==> config.mk <==
export PLATFORM = sky130hd
export DESIGN_NAME = count_down_ticker
export DESIGN_NICKNAME = d
export VERILOG_FILES = /design/src/rtl/count_down_ticker_pkg.sv /design/src/rtl/tick_hundredth_en.sv /design/src/rtl/count_down_ticker.sv
export SDC_FILE = /design/constraint.sdc
export NUM_CORES = 1
export LEC_CHECK = 0
export ABC_AREA = 1
export BUFFER_PORTS_ARGS = -buffer_cell sky130_fd_sc_hd__buf_2
export CAP_MARGIN = 20
export CELL_PAD_IN_SITES_DETAIL_PLACEMENT = 0
export CELL_PAD_IN_SITES_GLOBAL_PLACEMENT = 1
export CORE_MARGIN = 5
export CORE_UTILIZATION = 44
export DETAILED_ROUTE_END_ITERATION = 7
export GPL_TIMING_DRIVEN = 0
export PLACE_DENSITY = 0.88
export SLEW_MARGIN = 20
export SYNTH_ARGS = -nofsm -noshare
export SYNTH_HDL_FRONTEND = slang
export SYNTH_HIERARCHICAL = 1
export SYNTH_SLANG_ARGS = --single-unit
export TNS_END_PERCENT = 30
==> constraint.sdc <==
create_clock -name clk_2MHz -period 4.6 [get_ports clk_2MHz]
set_input_delay 1.15 -clock clk_2MHz [delete_from_list [all_inputs] [get_ports clk_2MHz]]
set_output_delay 1.15 -clock clk_2MHz [all_outputs]
set_load 0.005 [all_outputs]
==> src/rtl/count_down_ticker_pkg.sv <==
// Shared types and constants for the countdown ticker: FSM states, time triple,
// field limits and the clamp/borrow helpers used by the top level.
package count_down_ticker_pkg;

  typedef enum logic [1:0] {
    ST_IDLE    = 2'd0,
    ST_RUN     = 2'd1,
    ST_PAUSED  = 2'd2,
    ST_EXPIRED = 2'd3
  } state_e;

  localparam logic [6:0] MAX_MM = 7'd59;
  localparam logic [6:0] MAX_SS = 7'd59;
  localparam logic [6:0] MAX_MS = 7'd99;

  typedef struct packed {
    logic [6:0] mm;
    logic [6:0] ss;
    logic [6:0] ms;
  } hms_t;

  function automatic hms_t clamp_time(logic [6:0] mm, logic [6:0] ss, logic [6:0] ms);
    hms_t r;
    r.mm = (mm > MAX_MM) ? MAX_MM : mm;
    r.ss = (ss > MAX_SS) ? MAX_SS : ss;
    r.ms = (ms > MAX_MS) ? MAX_MS : ms;
    return r;
  endfunction

  // One hundredth down with borrow; a zero count stays at zero.
  function automatic hms_t dec_time(hms_t t);
    hms_t r;
    r = t;
    if (t.ms != 7'd0) begin
      r.ms = t.ms - 7'd1;
    end else if (t.ss != 7'd0) begin
      r.ss = t.ss - 7'd1;
      r.ms = MAX_MS;
    end else if (t.mm != 7'd0) begin
      r.mm = t.mm - 7'd1;
      r.ss = MAX_SS;
      r.ms = MAX_MS;
    end
    return r;
  endfunction

  function automatic logic is_zero(hms_t t);
    return (t.mm == 7'd0) && (t.ss == 7'd0) && (t.ms == 7'd0);
  endfunction

endpackage

==> src/rtl/tick_hundredth_en.sv <==
// Prescaler producing a one-cycle enable every TICK_DIV enabled cycles.
// The count freezes while en is low; clr has priority over en.
module tick_hundredth_en #(
  parameter int TICK_DIV = 20000
) (
  input  logic clk_2MHz,
  input  logic reset_n,
  input  logic en,
  input  logic clr,
  output logic tick
);

  localparam int W = (TICK_DIV > 1) ? $clog2(TICK_DIV) : 1;
  localparam logic [W-1:0] LAST = W'(TICK_DIV - 1);

  logic [W-1:0] cnt_q, cnt_d;

  always_comb begin
    cnt_d = cnt_q;
    if (clr) begin
      cnt_d = '0;
    end else if (en) begin
      cnt_d = (cnt_q == LAST) ? '0 : cnt_q + W'(1);
    end
  end

  always_ff @(posedge clk_2MHz or negedge reset_n) begin
    if (!reset_n) cnt_q <= '0;
    else          cnt_q <= cnt_d;
  end

  assign tick = en && (cnt_q == LAST);

endmodule

==> src/rtl/count_down_ticker.sv <==
// MM:SS:hundredths countdown timer with LOAD > PAUSE > START priority.
// Define COUNTDOWN_AUTORELOAD_EN to reload the last loaded value on expiry instead of stopping.
module count_down_ticker
  import count_down_ticker_pkg::*;
#(
  parameter int TICK_DIV = 20000
) (
  input  logic       clk_2MHz,
  input  logic       reset_n,
  input  logic [6:0] setMM,
  input  logic [6:0] setSS,
  input  logic [6:0] setMS,
  input  logic       LOAD,
  input  logic       START,
  input  logic       PAUSE,
  output logic [6:0] outMM,
  output logic [6:0] outSS,
  output logic [6:0] outMS,
  output logic       running,
  output logic       done,
  output logic       expired
);

  state_e state_q, state_d;
  hms_t   cnt_q, cnt_d;
  hms_t   preset;
  hms_t   dec;
  logic   done_q, done_d;
  logic   pre_en, pre_clr, tick;
`ifdef COUNTDOWN_AUTORELOAD_EN
  hms_t   reload_q, reload_d;
`endif

  assign preset = clamp_time(setMM, setSS, setMS);
  assign dec    = dec_time(cnt_q);
  assign pre_en = (state_q == ST_RUN) && !LOAD && !PAUSE;

  tick_hundredth_en #(.TICK_DIV(TICK_DIV)) u_prescaler (
    .clk_2MHz (clk_2MHz),
    .reset_n  (reset_n),
    .en       (pre_en),
    .clr      (pre_clr),
    .tick     (tick)
  );

  // Resuming from PAUSED keeps the frozen prescaler phase; starting from IDLE restarts it.
  always_comb begin
    state_d = state_q;
    cnt_d   = cnt_q;
    done_d  = 1'b0;
    pre_clr = 1'b0;
`ifdef COUNTDOWN_AUTORELOAD_EN
    reload_d = reload_q;
`endif
    if (LOAD) begin
      state_d = ST_IDLE;
      cnt_d   = preset;
      pre_clr = 1'b1;
`ifdef COUNTDOWN_AUTORELOAD_EN
      reload_d = preset;
`endif
    end else begin
      case (state_q)
        ST_IDLE: begin
          if (!PAUSE && START && !is_zero(cnt_q)) begin
            state_d = ST_RUN;
            pre_clr = 1'b1;
          end
        end
        ST_PAUSED: begin
          if (!PAUSE && START && !is_zero(cnt_q)) state_d = ST_RUN;
        end
        ST_RUN: begin
          if (PAUSE) begin
            state_d = ST_PAUSED;
          end else if (tick) begin
            cnt_d = dec;
            if (is_zero(dec)) begin
              done_d = 1'b1;
`ifdef COUNTDOWN_AUTORELOAD_EN
              cnt_d   = reload_q;
              pre_clr = 1'b1;
`else
              state_d = ST_EXPIRED;
`endif
            end
          end
        end
        default: ;
      endcase
    end
  end

  always_ff @(posedge clk_2MHz or negedge reset_n) begin
    if (!reset_n) begin
      state_q <= ST_IDLE;
      cnt_q   <= '0;
      done_q  <= 1'b0;
    end else begin
      state_q <= state_d;
      cnt_q   <= cnt_d;
      done_q  <= done_d;
    end
  end

`ifdef COUNTDOWN_AUTORELOAD_EN
  always_ff @(posedge clk_2MHz or negedge reset_n) begin
    if (!reset_n) reload_q <= '0;
    else          reload_q <= reload_d;
  end
`endif

  assign outMM   = cnt_q.mm;
  assign outSS   = cnt_q.ss;
  assign outMS   = cnt_q.ms;
  assign running = (state_q == ST_RUN);
  assign expired = (state_q == ST_EXPIRED);
  assign done    = done_q;

endmodule

==> key figures, run 1 <==
Clocking
  – CTS buffer count: 5
  – Post-CTS Setup Inserts: 0
  – Maximum clock path buffer count: 2
  – Number of gates resized after CTS: 0
  – H-tree depth: 2
  – Skew-Pair Late Insertion Delay: 300 ps
  – Root buffer cell: clkbuf_8
  – CTS tree: yes
  – Clock slew at reported path FFs: roughly 70 ps
  – # hold bufs at CTS: 0
  – Clk sinks: 39

Yosys
  – Post-Synthesis Cells: about 430
  – Fraction of registers with async set/reset: 1.00
  – FF+latch count, synth: 39
  – Sequential fraction of the synthesis area: 0.328
  – Library cells used by synthesis: 35
  – Syn avg cell area: about 6.9 sq um
  – Synth warn: 6
  – Number of synthesized flops with an enable pin: 0
  – Synth Net Count: 464
  – Post-synth top flop: dfrtp_1
  – Post-Syn Area: 2970 sq um

Placed design
  – Placed cell count: about 560
  – RePlAce Congestion: 0.887
  – Post-DP HPWL: 6.63 mm
  – Number of buffers added on ports: between 40 and 50

Detailed routing
  – DR iter-0 viols: 233
  – Total wire length: 8.35 mm
  – Vias: 3080
  – Detailed Routing Iterations Pass 1: 5
  – DR WL/cell: approximately 15 um
  – DR vias/cell: approximately 5.4
  – Routed Antenna Nets: 0
  – Drc violations: 0

Cells and area
  – Fin util: 0.514
  – Most frequent cells in the layout: 100 x nand2_1, 59 x inv_1, 57 x nor2_1
  – Fin cells: 569
  – Area delta synth->final: 15.6%
  – Layout cell share with drive strength beyond 1: 0.194
  – # diodes: 0
  – Commonest non-fill, non-tap cell in the layout: nand2_1
  – # nets final: 520

Min path
  – Worst Hold Class: reg -> reg

Timing
  – Max-slew headroom: 0.392
  – Setup TNS: 0 ps
  – Fmax: roughly 320 MHz
  – RSZ-0062 raised after global routing: no
  – Hold Violations, Final: 0
  – Final worst path period share: 0.682
  – Pin slew with the least headroom to its limit: 913 ps
  – Setup violations, final: 0
  – Final Skew: between 10 and 15 ps
  – Slew Viols, Final: 0
  – Final Critical Period: 3140 ps

Global routing
  – First-pass GRT wire length: 14.4 mm
  – Total track usage: 0.212
  – Remaining global-route overflow: 0
  – Largest net degree at the start of global routing: 40
  – Initial antenna violation count: 0
  – Vias in the first global route: 2965

Floorplan
  – Die width: 92.2 um
  – Die Area: 8500 sq um
  – Placeable Area: 6680 sq um
  – I/O pins: 50
  – Cell Rows: 30
  – Die H: approximately 92 um
  – Initial Util: 0.445

Worst setup path
  – Worst path max stage delay: about 480 ps
  – Crit Path Max Fanout: 10
  – WP buf/inv: 6
  – Startpoint types: input pin
  – CP top delay family: buffers and inverters
  – Crit Path Class: in -> reg
  – Critical path required time: 4730 ps
  – Crit end category: flop
  – CP Data Arrival Time: 3270 ps
  – Slowest-stage cell, CP: clkbuf_1
  – Crit-path cells: buf_2 -> nor2_1 -> nand2_1 -> inv_1 -> inv_1 -> nor2_1 -> nand3_1 -> inv_1 -> nor2_1 -> clkinv_1 -> clkbuf_1 -> o221ai_1

Power
  – Power density over the cells: ~260 nW/um^2
  – Worst VDD drop: 107 uV
  – LEAKAGE: about 0.0017 uW

Status
  – Status: finished clean

Job
  – Max-Cap Viols: 0
[cell type report]
class                   count  area (sq um)
well taps                  80           100
plain buffers               7          48.8
clock inverters             2          35.0
inverters                  65           246
repair buffers             49           245
fillers                   706          3250
clock buffers               6          82.6
multi-input cells         321          1700
flip-flops and latches     39           976
[synthesized netlist by cell type, types with 8 or more instances]
| master | count | area share |
|---|---|---|
| nand3_1 | 41 | 0.069 |
| a21oi_1 | 8 | 0.013 |
| nor2_1 | 57 | 0.072 |
| nand2_1 | 100 | 0.13 |
| o221ai_1 | 15 | 0.044 |
| o21ai_0 | 24 | 0.040 |
| nand4_1 | 18 | 0.038 |
| dfrtp_1 | 39 | 0.33 |
| inv_1 | 59 | 0.075 |
| nor2_4 | 8 | 0.030 |
[power by group]
| group | internal (uW) | total [uW] | leakage [uW] | switching, uW |
|---|---|---|---|---|
| Combinational | 71.0 | 202 | 0.00112 | 131 |
| Sequential | 363 | 389 | 0.000503 | 25.8 |
| Clock | 176 | 301 | 0.0000612 | 126 |
| Total | 610 | 893 | 0.00169 | 283 |
[logic make-up (layout without fill, tap and decap cells)]
family,Yosys count,in the layout,share of synthesized area
and+or+nand+nor,252,252,0.407
buffers and inverters,72,129,0.0994
AOI/OAI and AO/OA,61,61,0.134
DFF,39,39,0.328
adders and majority gates,6,6,0.0253
xor gates and xnor gates,2,2,0.00590
[state kept, by name, summed over array words and instances, names as in the netlist]
register,count
u_prescaler/cnt_q,15
outMM,7
outMS,7
outSS,7
state_q,2
done,1
[layer usage]
metal	track usage	vias to the layer above	wire length, um
met5	0	-	0
li1	-	1565	-
met4	0.0507	0	79
met1	0.293	1423	4090
met2	0.347	86	3760
met3	0.0345	6	426
[stage by stage]
stage / cell area (sq um) / hold WS [ps] / worst slack (ps) / power, uW
floorplan: 2970 / 478 / 1950 / 520
global placement: 3320 / 513 / 1190 / 595
detailed placement: 3320 / 521 / 1170 / 598
CTS: 3430 / 541 / 1490 / 902
global route: 3430 / 575 / 1220 / 948
finish: 3430 / 537 / 1460 / 893
[worst min-delay path, delay by kind of cell, from the launching register on]
family | cells | cell delay (ps)
flops | 1 | 380
simple gates | 2 | 120
[final timing paths]
path	from	to	slack (ps)	cells past startpoint
max in group asynchronous	reset_n	u_prescaler/cnt_q[11]	3050	1
min	u_prescaler/cnt_q[12]	u_prescaler/cnt_q[12]	540	2
min in group asynchronous	reset_n	outMM[4]	980	1
min reg2reg	u_prescaler/cnt_q[12]	u_prescaler/cnt_q[12]	540	2
max reg2reg	state_q[1]	outMS[6]	1700	13
max	LOAD	outMS[6]	1460	12
Note: power is estimated with default switching activity, not from simulation.
==> run 2, diff against run 1 <==
Settings changed: ABC_AREA 1 to 0, CORE_UTILIZATION 44 to 38, PLACE_DENSITY 0.88 to 0.78.
Clock period 4.6 ns to 2.8 ns, I/O delays scaled along.
==> run 2 against run 1 <==
Effect of this change:
- final area increased by 2.3%
- hold slack got worse by 5.5 ps
- worst setup slack worse by 1400 ps
- register-to-register slack got worse by 1600 ps
- sequential power increased by 63%
- area after synthesis is 7.2% lower
- total power rose by 64%
- critical path depth down 1
- routed wire length grew 1.3%
- count of clock-buffer cells in the layout stayed put
- sequential cell count did not move
- combinational power is 29% higher
- largest cell class unchanged
==> key figures, run 2 <==
Timing
  – Setup TNS: 0 ps (unchanged)
  – Fmax: 370 MHz
  – Setup ws final: 99.9 ps (-1360 ps)
  – Slew Viols, Final: 0 (unchanged)
  – Hold Violations, Final: 0 (unchanged)
  – Setup violations, final: 0 (unchanged)
  – Max-slew headroom: 0.383 (-0.00883)
  – Final worst path period share: 0.964
  – Pin slew with the least headroom to its limit: 926 ps (+13.2 ps)
  – Final Skew: 14.5 ps (+4.23 ps)
  – Final Critical Period: 2700 ps

Worst setup path
  – Crit path depth: 11 (-1)
  – WP buf/inv: 2 (-4)
  – Slowest-stage cell, CP: or4_4
  – Crit-path cells: inv_1 -> ha_1 -> nor2b_2 -> and2_1 -> nand2_2 -> a41o_1 -> buf_6 -> o211ai_1 -> or2_1 -> or4_4 -> a21oi_2
  – Worst path max stage delay: 480 ps (about the same)
  – Crit path from: outMM[1]
  – Critical path required time: 3020 ps (-1710 ps)
  – CP Data Arrival Time: 2920 ps (-350 ps)
  – Reg2reg end: u_prescaler/cnt_q[14]
  – CP endpoint: u_prescaler/cnt_q[14]
  – R2r setup slk: 100 ps (-1600 ps)
  – Worst r2r src: outMM[1]
  – Crit Path Max Fanout: 7 (-3)
  – Crit end category: flop
  – Crit Path Class: reg -> reg
  – CP top delay family: simple AND/OR/NAND/NOR gates
  – Startpoint types: flop
  – Reg2reg path depth: 11 (-2)

Global routing
  – First-pass GRT wire length: 13.8 mm (-4.0%)
  – Initial antenna violation count: 0 (unchanged)
  – Remaining global-route overflow: 0 (unchanged)
  – Total track usage: 0.192 (-0.0199)
  – Vias in the first global route: 2714 (-8.5%)
  – Largest net degree at the start of global routing: 40 (unchanged)

Yosys
  – FF+latch count, synth: 39 (unchanged)
  – Post-Synthesis Cells: 326 (-25%)
  – Synth Area in Simple Gates: 0.310 (-0.0965)
  – Syn avg cell area: 8.46 sq um (+23%)
  – Synth Area in Compound Gates: 0.198 (+0.0634)
  – Post-Synth XOR/XNOR Area: 0.0476 (+0.0417)
  – Area share of the largest cell type after synthesis: 0.354 (+0.0253)
  – Synth area leaders: dfrtp_1 35%, nor2_1 6.0%, a21oi_1 4.0%
  – Post-synth top flop: dfrtp_1
  – Library cells used by synthesis: 63 (+80%)
  – Fraction of registers with async set/reset: 1.00 (unchanged)
  – Adder-Cell Fraction of Synth Area: 0.0272 (+0.00195)
  – Combinational family with the most area after synthesis: simple AND/OR/NAND/NOR gates
  – Number of synthesized flops with an enable pin: 0 (unchanged)
  – Post-Syn Area: 2760 sq um (-7.2%)
  – Sequential fraction of the synthesis area: 0.354 (+0.0253)
  – Post-synthesis mux area share: 0.0186 (+0.0186)
  – Most common cell in the netlist: nor2_1
  – Synth warn: 6 (unchanged)
  – Synth Net Count: 358 (-23%)
  – Leading area contributor after synthesis: dfrtp_1
  – Synth top cells by count: 44 x nor2_1, 39 x dfrtp_1, 22 x a21oi_1, 22 x nand2_1, 15 x o21ai_0

Floorplan
  – Die Area: 9060 sq um (+6.7%)
  – Initial Util: 0.384 (-0.0603)
  – I/O pins: 50 (unchanged)
  – Die width: 95.2 um (+3.3%)
  – Cell Rows: 31 (+3.3%)
  – Placeable Area: 7180 sq um (+7.4%)
  – Die H: 95.2 um (+3.3%)

Detailed routing
  – DR iter-0 viols: 167 (-28%)
  – Detailed Routing Iterations Pass 1: 4 (-1)
  – Drc violations: 0 (unchanged)
  – Routed Antenna Nets: 0 (unchanged)
  – DR vias/cell: 5.72 (+5.6%)
  – DR WL/cell: 17.1 um (+16%)
  – Vias: 2836 (-7.9%)
  – Total wire length: 8.46 mm (+1.3%)

Clocking
  – Clock slew at reported path FFs: 90 ps (+20 ps)
  – Clk sinks: 39 (unchanged)
  – Maximum clock path buffer count: 2 (unchanged)
  – CTS buffer count: 5 (unchanged)
  – Skew-Pair Late Insertion Delay: 300 ps (about the same)
  – CTS tree: yes
  – # hold bufs at CTS: 0 (unchanged)
  – Root buffer cell: clkbuf_8
  – H-tree depth: 2 (unchanged)

Cells and area
  – Layout cell share with drive strength beyond 1: 0.287 (+0.0929)
  – Layout fillers: 710 (+0.57%)
  – Max FFs per register: 15 (unchanged)
  – Footprint of the multi-input gates: 1780 sq um (+4.6%)
  – # diodes: 0 (unchanged)
  – Most frequent cells in the layout: 49 x buf_2, 41 x nor2_1, 36 x dfrtp_1
  – Commonest non-fill, non-tap cell in the layout: buf_2
  – Top reg by flops: u_prescaler/cnt_q
  – Area delta synth->final: 27.3%
  – # nets final: 428 (-18%)
  – Sequential Area: 980 sq um (+0.38%)
  – Fin cells: 496 (-13%)

Status
  – Status: finished clean

Placed design
  – Number of buffers added on ports: 48 (-2.0%)
  – Dpl ws: -568 ps (-1740 ps)
  – RePlAce Congestion: 0.846 (-4.6%)
  – Placed cell count: 473 (-16%)
  – Post-DP HPWL: 5.96 mm (-10%)

Job
  – Max-Cap Viols: 0 (unchanged)

Power
  – Worst VDD drop: 194 uV (+81%)
  – Total Power: 1460 uW (+64%)
  – Power density over the cells: 417 nW/um^2 (+60%)
  – LEAKAGE: 0.00142 uW (-16%)

Min path
  – Worst Hold Class: in -> async
[run 2: cell count changes in the layout (fill, tap and decap cells not counted), moves of 7 or more]
cell / change
nor3_1: +7
a21oi_1: +14
o21ai_0: -9
o221ai_1: -14
nand3_1: -28
nand4_1: -10
nor4_1: +8
xnor2_1: +9
inv_1: -48
buf_4: +17
nor2_1: -16
nand2_1: -79
[run 2: worst min path at each step]
stage                                 end  slack, ps  cells after the start             startpoint
floorplan                            done        400                      0                reset_n
global route        u_prescaler/cnt_q[14]        600                      2  u_prescaler/cnt_q[14]
finish                           outSS[2]        530                      1                reset_n
detailed placement  u_prescaler/cnt_q[14]        560                      2  u_prescaler/cnt_q[14]
global placement    u_prescaler/cnt_q[14]        550                      2  u_prescaler/cnt_q[14]
CTS                              outSS[5]        570                      1                reset_n
[run 2: repair_timing]
action,4_1_cts,5_1_grt
pin swaps,4,6
setup buffers,6,9
resized for setup,18,16
setup endpoints to repair,22,24
[run 2: cells by family (layout without fill, tap and decap cells)]
kind of cell | after synthesis | after routing
AO/OA/AOI/OAI | 81 | 81
XOR/XNOR | 15 | 15
adder cells (fa/ha/maj) | 6 | 6
buffers and inverters | 27 | 98
flip-flops | 39 | 39
multiplexers | 5 | 5
AND/OR/NAND/NOR | 153 | 153
[run 2: power by group]
group / total [uW] / switching, uW / internal (uW)
clock network: 568 / 211 / 357
registers: 636 / 47.6 / 588
logic: 260 / 143 / 118
total: 1460 / 401 / 1060
[run 2: routing by layer]
layer  GRT usage  wire length [um]  vias up
li1            -                 -     1357
met1       0.273              3960     1382
met2       0.311              3910       92
met3      0.0324               537        5
met4      0.0325                53        0
met5           0                 0        -
[run 2: final cells by class]
cell class	count	area share
Sequential cell	39	0.279
Clock inverter	2	0.0171
Buffer	13	0.0264
Tap cell	99	0.0353
Multi-Input combinational cell	260	0.506
Inverter	14	0.0150
Clock buffer	6	0.0207
Timing Repair Buffer	63	0.100
[run 2: metrics by stage]
| step | instance area, sq um | hold slack [ps] | util |
|---|---|---|---|
| 6_report | 3510 | 532 | 0.490 |
| 5_1_grt | 3510 | 600 | 0.490 |
| 3_5_place_dp | 3140 | 561 | 0.438 |
| 4_1_cts | 3400 | 574 | 0.474 |
| 3_3_place_gp | 3140 | 545 | 0.438 |
| 2_1_floorplan | 2780 | 404 | - |
==> run 3, diff against run 2 <==
==> constraint.sdc (replaced) <==
create_clock -name clk_2MHz -period 2.8 [get_ports clk_2MHz]
set_input_delay 0 -clock clk_2MHz [delete_from_list [all_inputs] [get_ports clk_2MHz]]
set_output_delay 0 -clock clk_2MHz [all_outputs]
set_load 0.005 [all_outputs]
==> run 3 against run 2 <==
Effect of this change:
- via count grew 1.6%
- worst setup slack lost 7.1 ps
- register-to-register slack is essentially flat
- hold slack lost 540 ps
- clock power shrank 33%
- the run now ends with hold timing left
- final area grew 5.5%
- utilization grew 2.7 points
- sequential power is essentially flat
- first-iteration DRC count grew 32%
- maximum frequency shrank 0.26%
- non-clock buffer count grew 25
- highest routed layer unchanged
==> key figures, run 3 (synthesis gave the netlist of run 2 again) <==
Worst setup path
  – Critical path required time: 3020 ps (about the same)
  – CP endpoint: u_prescaler/cnt_q[14]
  – Reg2reg end: u_prescaler/cnt_q[14]
  – Worst r2r src: outMS[0]
  – Worst path max stage delay: 490 ps (about the same)
  – Crit path from: outMS[0]
  – CP Data Arrival Time: 2930 ps (about the same)
  – Crit end category: flop
  – Reg2reg path depth: 12 (+1)
  – Slowest-stage cell, CP: or4_4
  – R2r setup slk: 90 ps (about the same)
  – Crit Path Max Fanout: 9 (+2)
  – Crit Path Class: reg -> reg
  – Crit-path cells: inv_1 -> ha_2 -> nor2b_4 -> and4_1 -> buf_4 -> nand2_4 -> a41o_1 -> buf_6 -> o211ai_1 -> or2_1 -> or4_4 -> a21oi_2
  – Startpoint types: flop

Detailed routing
  – DR iter-0 viols: 220 (+32%)
  – DR WL/cell: 16.3 um (-4.5%)
  – Routed Antenna Nets: 0 (unchanged)
  – Detailed Routing Iterations Pass 1: 4 (unchanged)
  – Total wire length: 8.49 mm (+0.35%)
  – Vias: 2881 (+1.6%)
  – DR vias/cell: 5.53 (-3.3%)
  – Drc violations: 0 (unchanged)

Clocking
  – Maximum clock path buffer count: 2 (unchanged)
  – CTS tree: yes
  – Skew-Pair Late Insertion Delay: 290 ps (about the same)
  – H-tree depth: 2 (unchanged)
  – Clock slew at reported path FFs: 80 ps (about the same)
  – Root buffer cell: clkbuf_8
  – Clk sinks: 39 (unchanged)
  – CTS buffer count: 5 (unchanged)

Cells and area
  – Layout fillers: 704 (-0.85%)
  – Top reg by flops: u_prescaler/cnt_q
  – Layout cell share with drive strength beyond 1: 0.277 (-0.00990)
  – # diodes: 0 (unchanged)
  – Sequential Area: 981 sq um (+0.13%)
  – Max FFs per register: 15 (unchanged)
  – Commonest non-fill, non-tap cell in the layout: buf_2
  – Area delta synth->final: 34.4%
  – Footprint of the multi-input gates: 1790 sq um (+0.77%)
  – # nets final: 453 (+5.8%)
  – Fin cells: 521 (+5.0%)
  – Most frequent cells in the layout: 49 x buf_2, 41 x nor2_1, 35 x dfrtp_1

Placed design
  – Number of buffers added on ports: 48 (unchanged)
  – Placed cell count: 473 (unchanged)
  – Post-DP HPWL: 5.91 mm (-0.87%)
  – RePlAce Congestion: 0.859 (+1.6%)

Power
  – Switch Pwr: 395 uW (-1.5%)
  – Cell Int Power: 899 uW (-15%)
  – LEAKAGE: 0.00152 uW (+7.1%)
  – Worst VDD drop: 171 uV (-12%)
  – Power density over the cells: 349 nW/um^2 (-16%)
  – Combinational share of power: 0.215 (+0.037)
  – Switching share of total power: 0.305 (+0.0311)
  – Sequential Power Share: 0.491 (+0.057)
  – Total Power: 1290 uW (-12%)
  – Clk pwr share: 0.294 (-0.094)

Timing
  – Pin slew with the least headroom to its limit: 937 ps (+10.8 ps)
  – Fmax: 369 MHz (-0.26%)
  – Final Critical Period: 2710 ps (+7.07 ps)
  – Final worst path period share: 0.967 (+0.00253)
  – Final hold slack: -8.89 ps (-540 ps)
  – Setup violations, final: 0 (unchanged)
  – Final Skew: 5.45 ps (-9.07 ps)
  – Slew Viols, Final: 0 (unchanged)
  – Hold Violations, Final: 1 (+1)
  – Max-slew headroom: 0.376 (-0.00718)

Global routing
  – Total track usage: 0.194 (+0.00150)
  – Largest net degree at the start of global routing: 40 (unchanged)
  – Vias in the first global route: 2724 (+0.37%)
  – First-pass GRT wire length: 13.8 mm (-0.15%)
  – Initial antenna violation count: 0 (unchanged)
  – Remaining global-route overflow: 0 (unchanged)

Floorplan
  – Die Area: 9060 sq um (unchanged)
  – Placeable Area: 7180 sq um (unchanged)
  – Initial Util: 0.384 (unchanged)
  – Die H: 95.2 um (unchanged)
  – Cell Rows: 31 (unchanged)
  – I/O pins: 50 (unchanged)
  – Die width: 95.2 um (unchanged)

Job
  – Max-Cap Viols: 0 (unchanged)

Status
  – Failing checks: hold timing
  – Status: finished, violations left

Min path
  – Worst Hold Class: in -> reg
## run 3: power by group through the flow
stage,clock network [uW],registers (uW),logic (uW)
after floorplan,0,634,127
after CTS,389,634,255
after global placement,0,643,219
after detailed placement,0,643,221
final,380,636,279
after global routing,413,642,311
## run 3: worst min path at each step
stage / from / end / slack [ps] / cells after the start
after floorplan: reset_n / done / -300 / 0
after global placement: reset_n / outMM[4] / 180 / 1
after detailed placement: reset_n / outMM[2] / 190 / 1
after CTS: setMS[3] / outMS[3] / 6 / 3
after global routing: setMM[5] / outMM[5] / 10 / 3
final: setMS[3] / outMS[3] / -9 / 3
## run 3: what timing repair did
item                                    in CTS  in global routing
endpoints found under the hold margin       55                  0
hold buffers                                20                  0
resized for setup                           19                 17
pin swaps                                    4                  5
buffers inserted                             4                 16
endpoints found under the setup margin      20                 27
## run 3: final cells by class
cell class              instances  area share
repair buffers                 88       0.159
well taps                      99      0.0334
inverters                      14      0.0142
flip-flops and latches         39       0.265
clock buffers                   7      0.0206
multi-input cells             260       0.484
plain buffers                  13      0.0229
clock inverters                 1     0.00135
## run 3: stage by stage
step                TNS [ps]  utilization  worst slack [ps]  area (sq um)  hold slack, ps
floorplan                  0            -              71.0          2770            -296
global placement       -6490        0.436              -516          3130             184
detailed placement     -6250        0.436              -494          3130             193
CTS                    -29.1        0.490             -13.1          3520            5.63
global route           -72.3        0.517             -30.8          3710            11.8
finish                     0        0.517              92.9          3710           -8.89
## run 3: critical path: cells and delay by family (launching register included)
family / cells / cell delay (ps)
AO/OA/AOI/OAI: 3 / 480
adder cells (fa/ha/maj): 1 / 220
buffers and inverters: 3 / 390
flip-flops: 1 / 390
AND/OR/NAND/NOR: 5 / 1160
## run 3: metal layers
| layer | track usage | vias up | share of wire |
|---|---|---|---|
| met5 | 0 | - | 0 |
| met4 | 0.0481 | 0 | 0.014 |
| met3 | 0.0355 | 8 | 0.064 |
| met2 | 0.306 | 80 | 0.46 |
| met1 | 0.273 | 1384 | 0.47 |
| li1 | - | 1409 | - |
